### config.mk
export PLATFORM = sky130hd
export DESIGN_NAME = blake_msg_loader_flat
export DESIGN_NICKNAME = d
export VERILOG_FILES = /design/src/rtl/blake_msg_loader_pkg.sv /design/src/rtl/blake_msg_loader_if.sv /design/src/rtl/blake_msg_loader_pad_gen.sv /design/src/rtl/blake_msg_loader.sv /design/src/flat_wrapper.sv
export SDC_FILE = /design/constraint.sdc
export NUM_CORES = 2
export LEC_CHECK = 0
export ABC_AREA = 0
export CAP_MARGIN = 15
export CORE_AREA = 2 2 430 432
export CTS_CLUSTER_SIZE = 25
export DETAILED_ROUTE_END_ITERATION = 6
export DIE_AREA = 0 0 432 434
export PLACE_DENSITY = 0.48
export SYNTH_ARGS = -nofsm -noshare
export SYNTH_HDL_FRONTEND = slang
export SYNTH_SLANG_ARGS = --single-unit
### constraint.sdc
create_clock -name clk -period 3.7 [get_ports clk]
set_input_delay 0.555 -clock clk [delete_from_list [all_inputs] [get_ports clk]]
set_output_delay 0.555 -clock clk [all_outputs]
set_load 0.05 [all_outputs]
### src/rtl/blake_msg_loader_pkg.sv
// ============================================================================
//  Module : blake512_pkg
//  Brief  : Shared widths, padding constants, loader state type and padding
//           helper for the BLAKE-512 message loader.
//  Rev    : 1.0  initial release
// ============================================================================
`default_nettype none

package blake512_pkg;

    localparam int WORD_W    = 64;
    localparam int BLK_W     = 1024;
    localparam int NUM_WORDS = BLK_W / WORD_W;
    localparam int TAIL_W    = 6;
    localparam int TAIL_BASE = NUM_WORDS - TAIL_W;

    localparam logic [WORD_W-1:0] PAD_ONE = 64'h8000_0000_0000_0000;
    localparam logic [WORD_W-1:0] PAD_END = 64'h1;

    typedef enum logic [1:0] {
        FILL  = 2'd0,
        DRAIN = 2'd1,
        START = 2'd2,
        WAIT  = 2'd3
    } loader_state_t;

    // Padding content of block word idx when it lies after the last message word.
    function automatic logic [WORD_W-1:0] pad_word(input int idx, input int msg_words);
        logic [WORD_W-1:0] w_val;
        w_val = '0;
        if (idx == msg_words)
            w_val = w_val | PAD_ONE;
        if (idx == NUM_WORDS - 3)
            w_val = w_val | PAD_END;
        if (idx == NUM_WORDS - 1)
            w_val = WORD_W'(msg_words * WORD_W);
        return w_val;
    endfunction

endpackage

`default_nettype wire

### src/rtl/blake_msg_loader_if.sv
// ============================================================================
//  Module : blake_msg_loader_if
//  Brief  : Word stream, core handshake and block bus of the message loader.
//  Rev    : 1.0  initial release
// ============================================================================
`default_nettype none

interface blake_msg_loader_if;
    import blake512_pkg::*;

    logic [WORD_W-1:0] s_data;
    logic              s_valid;
    logic              s_last;
    logic              s_ready;
    logic              abort;
    logic              core_done;
    logic [BLK_W-1:0]  state_buf;
    logic              core_start;
    logic              core_clr;
    logic              busy;
    logic              err_len;

    modport master (
        output s_data, s_valid, s_last, abort, core_done,
        input  s_ready, state_buf, core_start, core_clr, busy, err_len
    );

    modport slave (
        input  s_data, s_valid, s_last, abort, core_done,
        output s_ready, state_buf, core_start, core_clr, busy, err_len
    );

endinterface

`default_nettype wire

### src/rtl/blake_msg_loader_pad_gen.sv
// ============================================================================
//  Module : blake_pad_gen
//  Brief  : Combinational tail of the padded block (words 10..15): the last
//           message word where it falls there, padding after it.
//  Rev    : 1.0  initial release
// ============================================================================
`default_nettype none

module blake_pad_gen
    import blake512_pkg::*;
#(
    parameter int MSG_WORDS = 10
) (
    input  logic [WORD_W-1:0]             i_last_word,
    input  logic [3:0]                    i_cnt,
    output logic [TAIL_W-1:0][WORD_W-1:0] o_tail_word,
    output logic [TAIL_W-1:0]             o_tail_we
);

    for (genvar gi = 0; gi < TAIL_W; gi++) begin : g_tail
        localparam int c_idx = TAIL_BASE + gi;
        // Words before the last one already hold message data and keep it.
        assign o_tail_word[gi] = (i_cnt == 4'(c_idx)) ? i_last_word : pad_word(c_idx, MSG_WORDS);
        assign o_tail_we[gi]   = (i_cnt <= 4'(c_idx));
    end

endmodule

`default_nettype wire

### src/rtl/blake_msg_loader.sv
// ============================================================================
//  Module : blake_msg_loader
//  Brief  : Collects a MSG_WORDS x 64-bit message, pads it to a 1024-bit
//           BLAKE-512 block, launches the core and holds until core_done.
//  Rev    : 1.0  initial release
// ============================================================================
`default_nettype none

module blake_msg_loader
    import blake512_pkg::*;
#(
    parameter int MSG_WORDS = 10
) (
    input  logic               clk,
    input  logic               rst,
    blake_msg_loader_if.slave  bus
);

    localparam logic [3:0] c_last_idx = 4'(MSG_WORDS - 1);

    loader_state_t r_state;
    loader_state_t w_state_nxt;
    logic [3:0]    r_cnt;
    logic [3:0]    w_cnt_nxt;

    logic r_core_start, r_core_clr, r_busy, r_err_len;
    logic w_start_nxt, w_clr_nxt, w_busy_nxt, w_err_nxt;

    logic w_s_ready;
    logic w_beat;
    logic w_clear_words;
    logic w_load_word;
    logic w_load_final;

    logic [TAIL_W-1:0][WORD_W-1:0]    w_tail_word;
    logic [TAIL_W-1:0]                w_tail_we;
    logic [NUM_WORDS-1:0][WORD_W-1:0] w_buf;

    assign w_s_ready = ((r_state == FILL) || (r_state == DRAIN)) && !rst;
    assign w_beat    = bus.s_valid && w_s_ready && !bus.abort;

    always_ff @(posedge clk) begin
        if (rst) begin
            r_state      <= FILL;
            r_cnt        <= '0;
            r_core_start <= 1'b0;
            r_core_clr   <= 1'b0;
            r_busy       <= 1'b0;
            r_err_len    <= 1'b0;
        end else begin
            r_state      <= w_state_nxt;
            r_cnt        <= w_cnt_nxt;
            r_core_start <= w_start_nxt;
            r_core_clr   <= w_clr_nxt;
            r_busy       <= w_busy_nxt;
            r_err_len    <= w_err_nxt;
        end
    end

    always_comb begin
        w_state_nxt   = r_state;
        w_cnt_nxt     = r_cnt;
        w_start_nxt   = 1'b0;
        w_clr_nxt     = 1'b0;
        w_err_nxt     = 1'b0;
        w_busy_nxt    = r_busy;
        w_clear_words = 1'b0;
        w_load_word   = 1'b0;
        w_load_final  = 1'b0;

        if (bus.abort) begin
            w_state_nxt   = FILL;
            w_cnt_nxt     = '0;
            w_busy_nxt    = 1'b0;
            w_clr_nxt     = 1'b1;
            w_clear_words = 1'b1;
        end else begin
            case (r_state)
                FILL: begin
                    if (w_beat) begin
                        if (r_cnt == c_last_idx) begin
                            if (bus.s_last) begin
                                w_load_final = 1'b1;
                                w_start_nxt  = 1'b1;
                                w_state_nxt  = START;
                            end else begin
                                // cnt parks at the last index while the excess drains
                                w_load_word = 1'b1;
                                w_state_nxt = DRAIN;
                            end
                        end else if (bus.s_last) begin
                            w_err_nxt     = 1'b1;
                            w_clear_words = 1'b1;
                            w_cnt_nxt     = '0;
                        end else begin
                            w_load_word = 1'b1;
                            w_cnt_nxt   = r_cnt + 4'd1;
                        end
                    end
                end
                DRAIN: begin
                    if (w_beat && bus.s_last) begin
                        w_err_nxt     = 1'b1;
                        w_clear_words = 1'b1;
                        w_cnt_nxt     = '0;
                        w_state_nxt   = FILL;
                    end
                end
                START: begin
                    w_busy_nxt  = 1'b1;
                    w_state_nxt = WAIT;
                end
                WAIT: begin
                    if (bus.core_done) begin
                        w_busy_nxt  = 1'b0;
                        w_cnt_nxt   = '0;
                        w_state_nxt = FILL;
                    end
                end
                default: w_state_nxt = FILL;
            endcase
        end
    end

    blake_pad_gen #(
        .MSG_WORDS (MSG_WORDS)
    ) u_pad_gen (
        .i_last_word (bus.s_data),
        .i_cnt       (r_cnt),
        .o_tail_word (w_tail_word),
        .o_tail_we   (w_tail_we)
    );

    for (genvar gi = 0; gi < NUM_WORDS; gi++) begin : g_word
        logic [WORD_W-1:0] r_word;
        logic [WORD_W-1:0] w_fin_val;
        logic              w_fin_we;

        if (gi >= TAIL_BASE) begin : g_pad_tail
            assign w_fin_val = w_tail_word[gi-TAIL_BASE];
            assign w_fin_we  = w_tail_we[gi-TAIL_BASE];
        end else begin : g_pad_head
            assign w_fin_val = (r_cnt == 4'(gi)) ? bus.s_data : pad_word(gi, MSG_WORDS);
            assign w_fin_we  = (r_cnt <= 4'(gi));
        end

        always_ff @(posedge clk) begin
            if (rst || w_clear_words)
                r_word <= '0;
            else if (w_load_final && w_fin_we)
                r_word <= w_fin_val;
            else if (w_load_word && (r_cnt == 4'(gi)))
                r_word <= bus.s_data;
        end

        assign w_buf[NUM_WORDS-1-gi] = r_word;
    end

    assign bus.s_ready    = w_s_ready;
    assign bus.state_buf  = w_buf;
    assign bus.core_start = r_core_start;
    assign bus.core_clr   = r_core_clr;
    assign bus.busy       = r_busy;
    assign bus.err_len    = r_err_len;

endmodule

`default_nettype wire
### src/flat_wrapper.sv
// flat-port wrapper written by rule: the top's interface ports become plain ports
module blake_msg_loader_flat import blake512_pkg::*;
#(
    parameter int MSG_WORDS = 10
)
  (clk, rst, bus_s_data, bus_s_valid, bus_s_last, bus_abort, bus_core_done, bus_s_ready, bus_state_buf, bus_core_start, bus_core_clr, bus_busy, bus_err_len);
  blake_msg_loader_if bus_i ();
  input  logic clk;
  input  logic rst;
  input wire logic [$bits(bus_i.s_data)-1:0] bus_s_data;
  input wire logic [$bits(bus_i.s_valid)-1:0] bus_s_valid;
  input wire logic [$bits(bus_i.s_last)-1:0] bus_s_last;
  input wire logic [$bits(bus_i.abort)-1:0] bus_abort;
  input wire logic [$bits(bus_i.core_done)-1:0] bus_core_done;
  output wire logic [$bits(bus_i.s_ready)-1:0] bus_s_ready;
  output wire logic [$bits(bus_i.state_buf)-1:0] bus_state_buf;
  output wire logic [$bits(bus_i.core_start)-1:0] bus_core_start;
  output wire logic [$bits(bus_i.core_clr)-1:0] bus_core_clr;
  output wire logic [$bits(bus_i.busy)-1:0] bus_busy;
  output wire logic [$bits(bus_i.err_len)-1:0] bus_err_len;
  assign bus_i.s_data = bus_s_data;
  assign bus_i.s_valid = bus_s_valid;
  assign bus_i.s_last = bus_s_last;
  assign bus_i.abort = bus_abort;
  assign bus_i.core_done = bus_core_done;
  assign bus_s_ready = bus_i.s_ready;
  assign bus_state_buf = bus_i.state_buf;
  assign bus_core_start = bus_i.core_start;
  assign bus_core_clr = bus_i.core_clr;
  assign bus_busy = bus_i.busy;
  assign bus_err_len = bus_i.err_len;
  blake_msg_loader #(.MSG_WORDS(MSG_WORDS)) u_core (.clk(clk), .rst(rst), .bus(bus_i));
endmodule
==> flow_metrics.env <==
export IMPL_status="finished, final reports clean"
export IMPL_synth_common_cells="dfxtp_1, nand2_1, o21ai_0"
export IMPL_cap_violations=0
export IMPL_crit_path_end_kind="flip-flop"
export IMPL_clk_path_buf_depth=3
export IMPL_ys_types=48
export IMPL_async_reset_ff_share_pct=0
export IMPL_worstSetupStartpointType="flip-flop"
export IMPL_timing_rr_start="u_core.r_cnt[0]$_SDFFE_PP0P_"
export IMPL_drc=0
export IMPL_area_growth_pct=49.8
export IMPL_start_util_pct=19.6
export IMPL_cts_buffers=118
export IMPL_synth_top_family_by_area="compound AO/OA/AOI/OAI gates"
export IMPL_crit_type="flip-flop to flip-flop"
export IMPL_fin_crit_ns=3.13
export IMPL_synthAdderAreaFrac_pct=0.140
export IMPL_synth_xor_area_share_pct=0
export IMPL_relSlewSlack_pct=25.0
export IMPL_cts_root_buf="clkbuf_16"
export IMPL_post_cts_resize_count=0
export IMPL_synth_compound_area_share_pct=17.1
export IMPL_grt_pass1_vias=31000
export IMPL_coreArea_um2=182000
export IMPL_num_vias=33300
export IMPL_fmax_mhz=319
export IMPL_cp_data_required_time_ns=4.37
export IMPL_power_per_cell_area_nw_per_um2=449
export IMPL_tightestPinTransition_ns=1.12
export IMPL_yosysSeqAreaShare_pct=57.9
export IMPL_hold_start="bus_core_done"
export IMPL_setup_tns_ns=0
export IMPL_hold_violations=0
export IMPL_fillCellCount=19200
export IMPL_die_h_um=434
export IMPL_skew_ns=0.0407
export IMPL_synthMuxAreaShare_pct=3.58
export IMPL_yosysWarnings=0
export IMPL_syn_num_nets=4072
export IMPL_total_power_mw=24.0
export IMPL_yosysMostFrequentCell="dfxtp_1"
export IMPL_clkTransAtPathRegs_ns=0.06
export IMPL_grt_max_degree=129
export IMPL_rsz0062_at_grt="no"
export IMPL_routabilityCongestion=0.825
export IMPL_synthCells=3998
export IMPL_cts_tree="built"
export IMPL_hpwl_mm=131
export IMPL_synth_area_um2=35700
export IMPL_die_area_um2=187000
export IMPL_die_width_um=432
export IMPL_io_pins=1099
export IMPL_antenna_found_initial=30
export IMPL_final_setup_viol_count=0
export IMPL_avgSynthCellArea_um2=8.94
export IMPL_critPathTopFamily="buffers and inverters"
export IMPL_layout_nets=4999
export IMPL_pre_cts_ws_ns=0.408
export IMPL_insertion_delay_ns=0.78
export IMPL_drt_wl_total_mm=187
export IMPL_fin_crit_sh_pct=84.6
export IMPL_gr_total_overflow=0
export IMPL_synthSimpleGateAreaFrac_pct=16.5
export IMPL_wl_per_cell_um=25.2
export IMPL_arrival_ns=3.80
export IMPL_rrSetupSlack_ns=0.57
export IMPL_synth_edff_count=0
export IMPL_via_per_inst=4.49
export IMPL_postRouteAntennaNets=0
export IMPL_slowest_delay_ns=0.57
export IMPL_yosys_most_used_dff="dfxtp_1"
export IMPL_grtUsageTotal_pct=19.0
export IMPL_crit_buf_inv=2
export IMPL_post_cts_setup_buffers=0
export IMPL_synth_top_cell_by_area="dfxtp_1"
export IMPL_path_max_fanout=58
export IMPL_report_final_slew_viol_count=0
export IMPL_worst_hold_slack_ns=0.448
export IMPL_peakVddDrop_mv=0.382
export IMPL_cts_hold_buf=0
export IMPL_drtPass1Iterations=5
export IMPL_setup_ws_ns=0.570
export IMPL_port_buffers=1098
export IMPL_synth_area_top_cells="dfxtp_1, o21ai_0, nand2_1"
export IMPL_cp_cell_sequence="ha_1 > nand4bb_1 > a21oi_4 > buf_12 > buf_4 > nand3_1 > o21ai_0"
export IMPL_yosysTopAreaCellShare_pct=57.9
export IMPL_hold_class="primary input to flip-flop"
export IMPL_numClockSinks=1034
export IMPL_drive_gt1_share_pct=7.15
export IMPL_crit_slowest_cell="dfxtp_1"
export IMPL_leakagePower_nw=17.7
export IMPL_grt_pass1_wl_mm=253
export IMPL_first_iter_violations=2441
export IMPL_synth_seq_cells=1034
export IMPL_cts_max_level=3
export IMPL_worstSetupStartpoint="u_core.r_cnt[0]$_SDFFE_PP0P_"
export IMPL_rows=157
## flip-flops by register name, indices dropped and copies added, names as in the netlist
| name | cells |
|---|---|
| u_core.bus.err_len | 1 |
| u_core.bus.core_clr | 1 |
| u_core.bus.core_start | 1 |
| u_core.bus.busy | 1 |
| u_core.r_state | 2 |
| u_core.r_cnt | 4 |
| u_core.g_word.r_word | 1024 |
## kinds of logic (layout without fill, tap and decap cells)
| kind of cell | Yosys count | count (layout) |
|---|---|---|
| flops | 1034 | 1034 |
| other cells | 0 | 12 |
| buf+inv | 434 | 1455 |
| fa+ha+maj | 4 | 4 |
| mux | 128 | 128 |
| simple gates | 1346 | 1346 |
| compound gates | 1052 | 1052 |
## final timing paths
kind         cells past startpoint                                       end
max                              7  u_core.g_word[1].r_word[54]$_SDFFE_PP0P_
min                              2            u_core.r_state[0]$_SDFFE_PP0P_
max reg2reg                      7  u_core.g_word[1].r_word[54]$_SDFFE_PP0P_
min reg2reg                      2  u_core.g_word[3].r_word[10]$_SDFFE_PP0P_
## placed cells by master (no fill, tap or decap), types with 4 or more instances in the layout
master / count
bufinv_16: 6
a21oi_1: 201
clkbuf_8: 32
dfxtp_1: 1034
clkdlybuf4s50_1: 1098
clkinv_2: 18
buf_4: 112
mux2i_1: 128
nor3_2: 4
nand4_1: 10
nand3_1: 513
clkbuf_16: 118
clkbuf_1: 25
diode_2: 12
nand2_1: 769
o21ai_0: 578
a22oi_1: 63
nor2_1: 9
a22o_1: 126
o211ai_1: 64
nor2b_1: 7
buf_12: 27
inv_1: 4
inv_6: 6
## per-layer routing
layer	share of wire, %	vias up	track usage (%)
met5	0	-	0
met3	7.0	297	4.48
met1	40	16100	22.8
li1	-	15700	-
met2	48	1221	32.0
met4	4.2	0	8.71
## layout make-up
| cell class | instances | area, um^2 | share of cell area (%) |
|---|---|---|---|
| Antenna cell | 12 | 30.0 | 0.0561 |
| Timing Repair Buffer | 1237 | 12400 | 23.1 |
| Multi-Input combinational cell | 2530 | 13500 | 25.2 |
| Clock inverter | 39 | 485 | 0.907 |
| Inverter | 4 | 15.0 | 0.0280 |
| Sequential cell | 1034 | 20700 | 38.7 |
| Tap cell | 2385 | 2980 | 5.57 |
| Clock buffer | 175 | 3490 | 6.51 |
## report_power, final
group | internal (mW) | switching, mW
clock | 6.94 | 5.08
sequential | 11.1 | 0.00320
combinational | 0.176 | 0.713
total | 18.3 | 5.80
## metrics by stage
step	area, um^2	std cells	utilization, %
final	53500	7416	29.3
after global routing	53500	7411	29.3
after CTS	53500	7404	29.3
after detailed placement	49500	7190	27.1
after global placement	49500	7190	27.1
after floorplan	35700	3998	-
Power figures use the tool's default switching activity.
